==> src/rtl/snake_game_sequencer_pkg.sv <==
// Shared definitions for the snake game sequencer: FSM states, direction
// codes and the externally visible o_State codes.
package snake_game_sequencer_pkg;

    typedef enum logic [2:0] {
        ST_IDLE,
        ST_CLEAR,
        ST_PLAY,
        ST_WAIT_BLANK,
        ST_STEP,
        ST_OVER
    } state_t;

    typedef enum logic [1:0] {
        DIR_UP    = 2'b00,
        DIR_DOWN  = 2'b01,
        DIR_LEFT  = 2'b10,
        DIR_RIGHT = 2'b11
    } dir_t;

    localparam logic [1:0] OST_IDLE  = 2'b00;
    localparam logic [1:0] OST_PLAY  = 2'b01;
    localparam logic [1:0] OST_OVER  = 2'b10;
    localparam logic [1:0] OST_CLEAR = 2'b11;

    // WAIT_BLANK and STEP are internal sub-phases of PLAY.
    function automatic logic [1:0] state_code(input state_t s);
        case (s)
            ST_IDLE:  return OST_IDLE;
            ST_CLEAR: return OST_CLEAR;
            ST_OVER:  return OST_OVER;
            default:  return OST_PLAY;
        endcase
    endfunction

    // Opposite directions differ only in the low bit.
    function automatic dir_t reverse_dir(input dir_t d);
        return dir_t'(d ^ 2'b01);
    endfunction

endpackage

==> src/rtl/snake_dir_buffer.sv <==
// Button edge detection and next-direction buffer. Rising edges are
// prioritised Up > Down > Left > Right; a press that would reverse the
// committed direction is dropped and leaves the buffer unchanged.
module snake_dir_buffer
    import snake_game_sequencer_pkg::*;
(
    input  logic clk_i,
    input  logic rst_ni,
    input  logic up_i,
    input  logic down_i,
    input  logic left_i,
    input  logic right_i,
    input  dir_t cur_dir_i,
    input  logic reload_i,
    output dir_t next_dir_o,
    output logic any_rise_o
);

    logic [3:0] btn_q;
    logic [3:0] btn_d;
    logic [3:0] rise;
    logic       cand_valid;
    dir_t       cand;
    dir_t       next_dir_q;
    dir_t       next_dir_d;

    // Edge detect, priority pick and anti-reversal filter.
    always_comb begin
        btn_d      = {up_i, down_i, left_i, right_i};
        rise       = btn_d & ~btn_q;
        cand_valid = |rise;
        cand       = DIR_RIGHT;
        if (rise[3])      cand = DIR_UP;
        else if (rise[2]) cand = DIR_DOWN;
        else if (rise[1]) cand = DIR_LEFT;
        next_dir_d = next_dir_q;
        if (reload_i)
            next_dir_d = DIR_RIGHT;
        else if (cand_valid && (cand != reverse_dir(cur_dir_i)))
            next_dir_d = cand;
    end

    // Previous button levels and the buffered direction.
    always_ff @(posedge clk_i or negedge rst_ni) begin
        if (!rst_ni) begin
            btn_q      <= '0;
            next_dir_q <= DIR_RIGHT;
        end else begin
            btn_q      <= btn_d;
            next_dir_q <= next_dir_d;
        end
    end

    assign next_dir_o = next_dir_q;
    assign any_rise_o = cand_valid;

endmodule

==> src/rtl/snake_game_sequencer.sv <==
// Game-level controller for the snake VGA design: IDLE/CLEAR/PLAY/OVER flow,
// tick division, vertical-blank step scheduling with a done timeout, and score.
// Optional build macro SNAKE_SPEEDUP_EN: every FOOD_PER_LVL foods the step
// divider shrinks by one (floor 1); without it the divider is fixed.
module snake_game_sequencer
    import snake_game_sequencer_pkg::*;
#(
    parameter int unsigned TICK_DIV_INIT = 4,
    parameter int unsigned STEP_TIMEOUT  = 1023,
    parameter int unsigned FOOD_PER_LVL  = 4
) (
    input  logic       i_Clk,
    input  logic       i_Rst_L,
    input  logic       i_Game_Tick,
    input  logic       i_VBlank,
    input  logic       i_Up,
    input  logic       i_Down,
    input  logic       i_Left,
    input  logic       i_Right,
    input  logic       i_Clear_Done,
    input  logic       i_Step_Done,
    input  logic       i_Collision,
    input  logic       i_Food_Eaten,
    output logic       o_Clear_Req,
    output logic       o_Step_Req,
    output logic [1:0] o_Dir,
    output logic       o_Grow,
    output logic [1:0] o_State,
    output logic [7:0] o_Score
);

    if (TICK_DIV_INIT < 1 || TICK_DIV_INIT > 15 || FOOD_PER_LVL < 1 || STEP_TIMEOUT < 2) begin : g_bad_cfg
        $error("snake_game_sequencer: parameter out of range");
    end

    localparam logic [3:0]              DIV_INIT = 4'(TICK_DIV_INIT);
    localparam int unsigned             TMR_W    = $clog2(STEP_TIMEOUT);
    localparam logic [TMR_W-1:0]        TMR_LAST = TMR_W'(STEP_TIMEOUT - 1);

    state_t           state_q;
    dir_t             dir_q;
    dir_t             next_dir;
    logic             any_rise;
    logic             game_start;
    logic             clear_req_q;
    logic             step_req_q;
    logic             grow_q;
    logic             armed_q;
    logic [7:0]       score_q;
    logic [3:0]       div_q;
    logic [TMR_W-1:0] timer_q;
    logic [3:0]       reload_now;
    logic [3:0]       reload_next;

    assign game_start = (state_q == ST_CLEAR) && i_Clear_Done;

    snake_dir_buffer u_dir_buffer (
        .clk_i      (i_Clk),
        .rst_ni     (i_Rst_L),
        .up_i       (i_Up),
        .down_i     (i_Down),
        .left_i     (i_Left),
        .right_i    (i_Right),
        .cur_dir_i  (dir_q),
        .reload_i   (game_start),
        .next_dir_o (next_dir),
        .any_rise_o (any_rise)
    );

`ifdef SNAKE_SPEEDUP_EN
    localparam int unsigned      LVL_W    = $clog2(FOOD_PER_LVL + 1);
    localparam logic [LVL_W-1:0] LVL_LAST = LVL_W'(FOOD_PER_LVL - 1);

    logic [3:0]       reload_q;
    logic [3:0]       reload_d;
    logic [LVL_W-1:0] lvl_q;
    logic [LVL_W-1:0] lvl_d;
    logic             food_step;

    // Level counter: each completed level shortens the step divider.
    always_comb begin
        food_step = (state_q == ST_STEP) && i_Step_Done && !i_Collision && i_Food_Eaten;
        reload_d  = reload_q;
        lvl_d     = lvl_q;
        if (game_start) begin
            reload_d = DIV_INIT;
            lvl_d    = '0;
        end else if (food_step) begin
            if (lvl_q == LVL_LAST) begin
                lvl_d = '0;
                if (reload_q > 4'd1) reload_d = reload_q - 4'd1;
            end else begin
                lvl_d = lvl_q + LVL_W'(1);
            end
        end
    end

    // Level and reload registers.
    always_ff @(posedge i_Clk or negedge i_Rst_L) begin
        if (!i_Rst_L) begin
            reload_q <= DIV_INIT;
            lvl_q    <= '0;
        end else begin
            reload_q <= reload_d;
            lvl_q    <= lvl_d;
        end
    end

    assign reload_now  = reload_q;
    assign reload_next = reload_d;
`else
    assign reload_now  = DIV_INIT;
    assign reload_next = DIV_INIT;
`endif

    // Game flow FSM with registered request, pulse, direction and score outputs.
    // The divider is reloaded when a step completes so a new speed level takes
    // effect on the very next step; ticks outside PLAY never reach it.
    always_ff @(posedge i_Clk or negedge i_Rst_L) begin
        if (!i_Rst_L) begin
            state_q     <= ST_IDLE;
            dir_q       <= DIR_RIGHT;
            clear_req_q <= 1'b0;
            step_req_q  <= 1'b0;
            grow_q      <= 1'b0;
            armed_q     <= 1'b0;
            score_q     <= '0;
            div_q       <= DIV_INIT;
            timer_q     <= '0;
        end else begin
            grow_q <= 1'b0;
            case (state_q)
                ST_IDLE: begin
                    if (any_rise) begin
                        state_q     <= ST_CLEAR;
                        clear_req_q <= 1'b1;
                    end
                end
                ST_CLEAR: begin
                    if (i_Clear_Done) begin
                        clear_req_q <= 1'b0;
                        state_q     <= ST_PLAY;
                        score_q     <= '0;
                        dir_q       <= DIR_RIGHT;
                        div_q       <= DIV_INIT;
                    end
                end
                ST_PLAY: begin
                    if (i_Game_Tick) begin
                        if (div_q <= 4'd1) begin
                            div_q   <= reload_now;
                            state_q <= ST_WAIT_BLANK;
                        end else begin
                            div_q <= div_q - 4'd1;
                        end
                    end
                end
                ST_WAIT_BLANK: begin
                    if (i_VBlank) begin
                        dir_q      <= next_dir;
                        step_req_q <= 1'b1;
                        timer_q    <= '0;
                        state_q    <= ST_STEP;
                    end
                end
                ST_STEP: begin
                    if (i_Step_Done) begin
                        step_req_q <= 1'b0;
                        if (i_Collision) begin
                            state_q <= ST_OVER;
                            armed_q <= 1'b0;
                        end else begin
                            state_q <= ST_PLAY;
                            div_q   <= reload_next;
                            if (i_Food_Eaten) begin
                                grow_q <= 1'b1;
                                if (score_q != 8'hFF) score_q <= score_q + 8'd1;
                            end
                        end
                    end else if (timer_q == TMR_LAST) begin
                        step_req_q <= 1'b0;
                        state_q    <= ST_OVER;
                        armed_q    <= 1'b0;
                    end else begin
                        timer_q <= timer_q + TMR_W'(1);
                    end
                end
                ST_OVER: begin
                    if (!armed_q) begin
                        if (i_Game_Tick) armed_q <= 1'b1;
                    end else if (any_rise) begin
                        state_q     <= ST_CLEAR;
                        clear_req_q <= 1'b1;
                    end
                end
                default: state_q <= ST_IDLE;
            endcase
        end
    end

    assign o_Clear_Req = clear_req_q;
    assign o_Step_Req  = step_req_q;
    assign o_Dir       = dir_q;
    assign o_Grow      = grow_q;
    assign o_State     = state_code(state_q);
    assign o_Score     = score_q;

endmodule

==> config.mk <==
export PLATFORM = sky130hd
export DESIGN_NAME = snake_game_sequencer
export DESIGN_NICKNAME = d
export VERILOG_FILES = /design/src/rtl/snake_game_sequencer_pkg.sv /design/src/rtl/snake_dir_buffer.sv /design/src/rtl/snake_game_sequencer.sv
export SDC_FILE = /design/constraint.sdc
export NUM_CORES = 1
export LEC_CHECK = 0
export ABC_AREA = 1
export BUFFER_PORTS_ARGS = -buffer_cell sky130_fd_sc_hd__clkbuf_2
export CORE_ASPECT_RATIO = 2
export CORE_MARGIN = 2
export CORE_UTILIZATION = 40
export DETAILED_ROUTE_END_ITERATION = 12
export SYNTH_ARGS = -nofsm -noshare
export SYNTH_HDL_FRONTEND = slang
export SYNTH_SLANG_ARGS = --single-unit
export TNS_END_PERCENT = 5
==> constraint.sdc <==
create_clock -name i_Clk -period 3.2 [get_ports i_Clk]
set_clock_uncertainty 0.2 [all_clocks]
set_input_delay 0.48 -clock i_Clk [delete_from_list [all_inputs] [get_ports i_Clk]]
set_output_delay 0.48 -clock i_Clk [all_outputs]
set_load 0.005 [all_outputs]
==> run summary <==
Power density over the cells: 703.2 nW/um^2
Total area of multi-input combinational cells: 1087 sq um
Number of DRC violations after detailed routing: 0
CTS Buffer Depth: 2
Share of the core filled with cells in the final layout: 0.4621
Warnings from Yosys: 0
Setup-violating endpoint count in the final report: 0
CTS resizes: 0
Relative contribution of combinational cells to total power: 0.417
Peak VDD IR: 403.7 uV
RSZ-0062 raised after global routing: no
Tcrit/Tclk final: 0.6490
Cell Area, Placed: 2424 sq um
Pins over their slew limit: 0
DRC marker count from the first detailed-route iteration: 43
Total area of sequential cells: 932.1 sq um
Total inserted antenna cells: 0
Worst-path maximum fanout: 4
Ratio of cells with drive above 1 in the final layout: 0.1784
Layout overhead on the synthesized area: 11.91%
DRT Wirelength: 5007 um
Die boundary height: 109.8 um
# hold bufs at CTS: 0
Clock Power Share: 0.182
Hold Crit Class: primary input to flip-flop
Reg-to-reg slack, setup: 1.33 ns
Routability-driven placement congestion ratio: 0.8564
Cell leakage power: 1.357 nW
Clock slew seen by the registers of the worst setup and hold paths: 0.07 ns
Share of power burned in registers: 0.401
Detailed-routing iteration count for the pre-antenna-repair pass: 6
Sequential cell area fraction in the yosys report: 0.4164
Fmax: 0.4815 GHz
HPWL reported at the end of detailed placement: 3831 um
Period minus WS final: 2.077 ns
Post-layout worst setup margin: 1.123 ns
Placeable core area: 5420 sq um
Vias per Instance: 4.950
Largest net degree at the start of global routing: 38
Net Sw Frac: 0.4262
Total Power Consumption: 1.762 mW
Top-level I/O count: 27
Vias in the first global route: 1993
Starting Density: 0.4130
Die Footprint: 6247 sq um
Number of standard cells after synthesis: 311
H-tree depth: 2
Commonest cells after routing, fill and taps aside: sky130_fd_sc_hd__nand2_1, sky130_fd_sc_hd__inv_1, sky130_fd_sc_hd__dfrtp_1
Layout Cell Area excl Fill: 2505 sq um
Number of antenna violations at the first check in global routing: 0
Data required time of the worst path: 2.52 ns
Worst slack after detailed placement: 1.354 ns
Internal Pwr Total: 1.011 mW
Worst rel slew slack: 0.3688
Count of antenna-violating nets left after detailed routing: 0
Cell at the root of the clock tree: sky130_fd_sc_hd__clkbuf_8
Clock tree from TritonCTS: built
Startpoint type of the worst setup path: flip-flop
Number of fillers in the final layout: 611
Site row count: 38
Number of synthesized register bits: 37
Critical Path Sink Type: primary output
GRT overflow: 0
Number of CTS-inserted buffers: 5
Max Cap Viol: 0
Run status: complete, no violations
Commonest non-fill, non-tap cell in the layout: sky130_fd_sc_hd__nand2_1
Syn Std Cell Area: 2238 sq um
Via count: 1990
Clk Latency, worst-skew pair: 0.30 ns
First-pass GRT wire length: 8562 um
Number of sinks handled by clock tree synthesis: 37
Netlist cell types: 29
Setup TNS: 0 ns
Net total in the final layout: 358
Routed wirelength normalized by instance count: 12.46 um
Transition time of the tightest slew-check pin: 0.9468 ns
Hold violation count in the final report: 0
Signal arrival time at the worst endpoint: 1.40 ns
Sw power: 750.8 uW
Mean Syn Cell Area: 7.197 sq um
Startpoint-to-endpoint class of the critical path: flip-flop to primary output
Overall die width: 56.90 um
Mapped Nets: 328
Post-CTS setup repair buffer count: 0
Tot GR Track Use: 0.1778
IO buf count: 26
## cell families (layout without fill, tap and decap cells)
family / Yosys count / after routing / synth area share
compound gates: 26 / 26 / 0.07099
buf+inv: 56 / 87 / 0.09782
flops: 37 / 37 / 0.4164
simple gates: 179 / 179 / 0.3555
xor+xnor: 8 / 8 / 0.03130
fa+ha+maj: 5 / 5 / 0.02795
## synthesized netlist by cell type
master | n | share of area
sky130_fd_sc_hd__a21oi_4 | 1 | 0.0073
sky130_fd_sc_hd__buf_6 | 1 | 0.0050
sky130_fd_sc_hd__inv_2 | 4 | 0.0067
sky130_fd_sc_hd__nand2_2 | 7 | 0.020
sky130_fd_sc_hd__nor3b_1 | 1 | 0.0034
sky130_fd_sc_hd__a31oi_1 | 1 | 0.0028
sky130_fd_sc_hd__nor2_2 | 3 | 0.0084
sky130_fd_sc_hd__xnor2_1 | 2 | 0.0078
sky130_fd_sc_hd__a21oi_1 | 4 | 0.0089
sky130_fd_sc_hd__dfrtp_1 | 32 | 0.36
sky130_fd_sc_hd__dfstp_2 | 5 | 0.059
sky130_fd_sc_hd__nor3_1 | 5 | 0.011
sky130_fd_sc_hd__nand3_1 | 25 | 0.056
sky130_fd_sc_hd__nand2_1 | 98 | 0.16
sky130_fd_sc_hd__nor3_4 | 1 | 0.0073
sky130_fd_sc_hd__o21ai_1 | 3 | 0.0067
sky130_fd_sc_hd__o22ai_1 | 1 | 0.0028
sky130_fd_sc_hd__nand3_2 | 2 | 0.0089
sky130_fd_sc_hd__xor2_1 | 6 | 0.023
sky130_fd_sc_hd__or2_1 | 1 | 0.0028
sky130_fd_sc_hd__o21ai_2 | 4 | 0.016
sky130_fd_sc_hd__o21ai_0 | 12 | 0.027
sky130_fd_sc_hd__nand2_4 | 2 | 0.010
sky130_fd_sc_hd__inv_1 | 49 | 0.082
sky130_fd_sc_hd__nand4_1 | 6 | 0.017
sky130_fd_sc_hd__ha_1 | 5 | 0.028
sky130_fd_sc_hd__nor2_1 | 28 | 0.047
sky130_fd_sc_hd__clkbuf_1 | 1 | 0.0017
sky130_fd_sc_hd__buf_2 | 1 | 0.0022
## power by group through the flow
stage	clock network (mW)	registers (mW)	logic, mW
finish	0.321	0.706	0.735
global route	0.354	0.723	0.860
CTS	0.340	0.708	0.747
detailed placement	0	0.717	0.741
global placement	0	0.711	0.736
floorplan	0	0.686	0.570
## layout make-up
| cell class | count | share of cell area |
|---|---|---|
| timing repair buffer | 26 | 0.05195 |
| clock inverter | 1 | 0.001998 |
| inverter | 53 | 0.07942 |
| sequential | 37 | 0.3721 |
| clock buffer | 7 | 0.03047 |
| tap | 60 | 0.02997 |
| multi-input combinational | 218 | 0.4341 |
## through the flow
stage	hold WS, ns	cells
floorplan	-0.01559	311
global route	0.09231	402
global placement	0.2753	394
finish	0.1051	402
detailed placement	0.2748	394
CTS	0.08738	402
## state kept, by name (all words and copies together) (netlist names), 2 cells and up
register                 count
o_Score                      8
o_Dir                        2
u_dir_buffer.next_dir_o      2
timer_q                     10
u_dir_buffer.btn_q           4
div_q                        4
state_q                      3
## worst max-delay path, stage by stage, from the launching register on
cell	delay [ns]
sky130_fd_sc_hd__dfrtp_1	0.44
sky130_fd_sc_hd__inv_1	0.09
sky130_fd_sc_hd__nand2_2	0.08
sky130_fd_sc_hd__nor2_1	0.13
sky130_fd_sc_hd__inv_1	0.09
sky130_fd_sc_hd__nand2_1	0.11
sky130_fd_sc_hd__inv_1	0.05
sky130_fd_sc_hd__clkbuf_2	0.10
## metal layers
metal	wire length (um)	GRT usage	share of wire	up-vias
met2	2714	0.3243	0.54	36
met1	1927	0.1791	0.38	912
met5	0	0	0	-
li1	-	-	-	1027
met4	186	0.1047	0.037	0
met3	178	0.04118	0.036	15
## final timing paths
kind / start / endpoint / depth (start not counted)
worst max-delay path: state_q[1] / o_State[0] / 7
worst min-delay path: i_Up / u_dir_buffer.btn_q[3] / 1
worst max register to register: div_q[0] / state_q[2] / 9
worst min register to register: u_dir_buffer.next_dir_o[1] / u_dir_buffer.next_dir_o[1] / 2
max in group asynchronous: i_Rst_L / u_dir_buffer.btn_q[1] / 1
min in group asynchronous: i_Rst_L / timer_q[6] / 1
No activity file was read; power rests on OpenSTA's default activity.
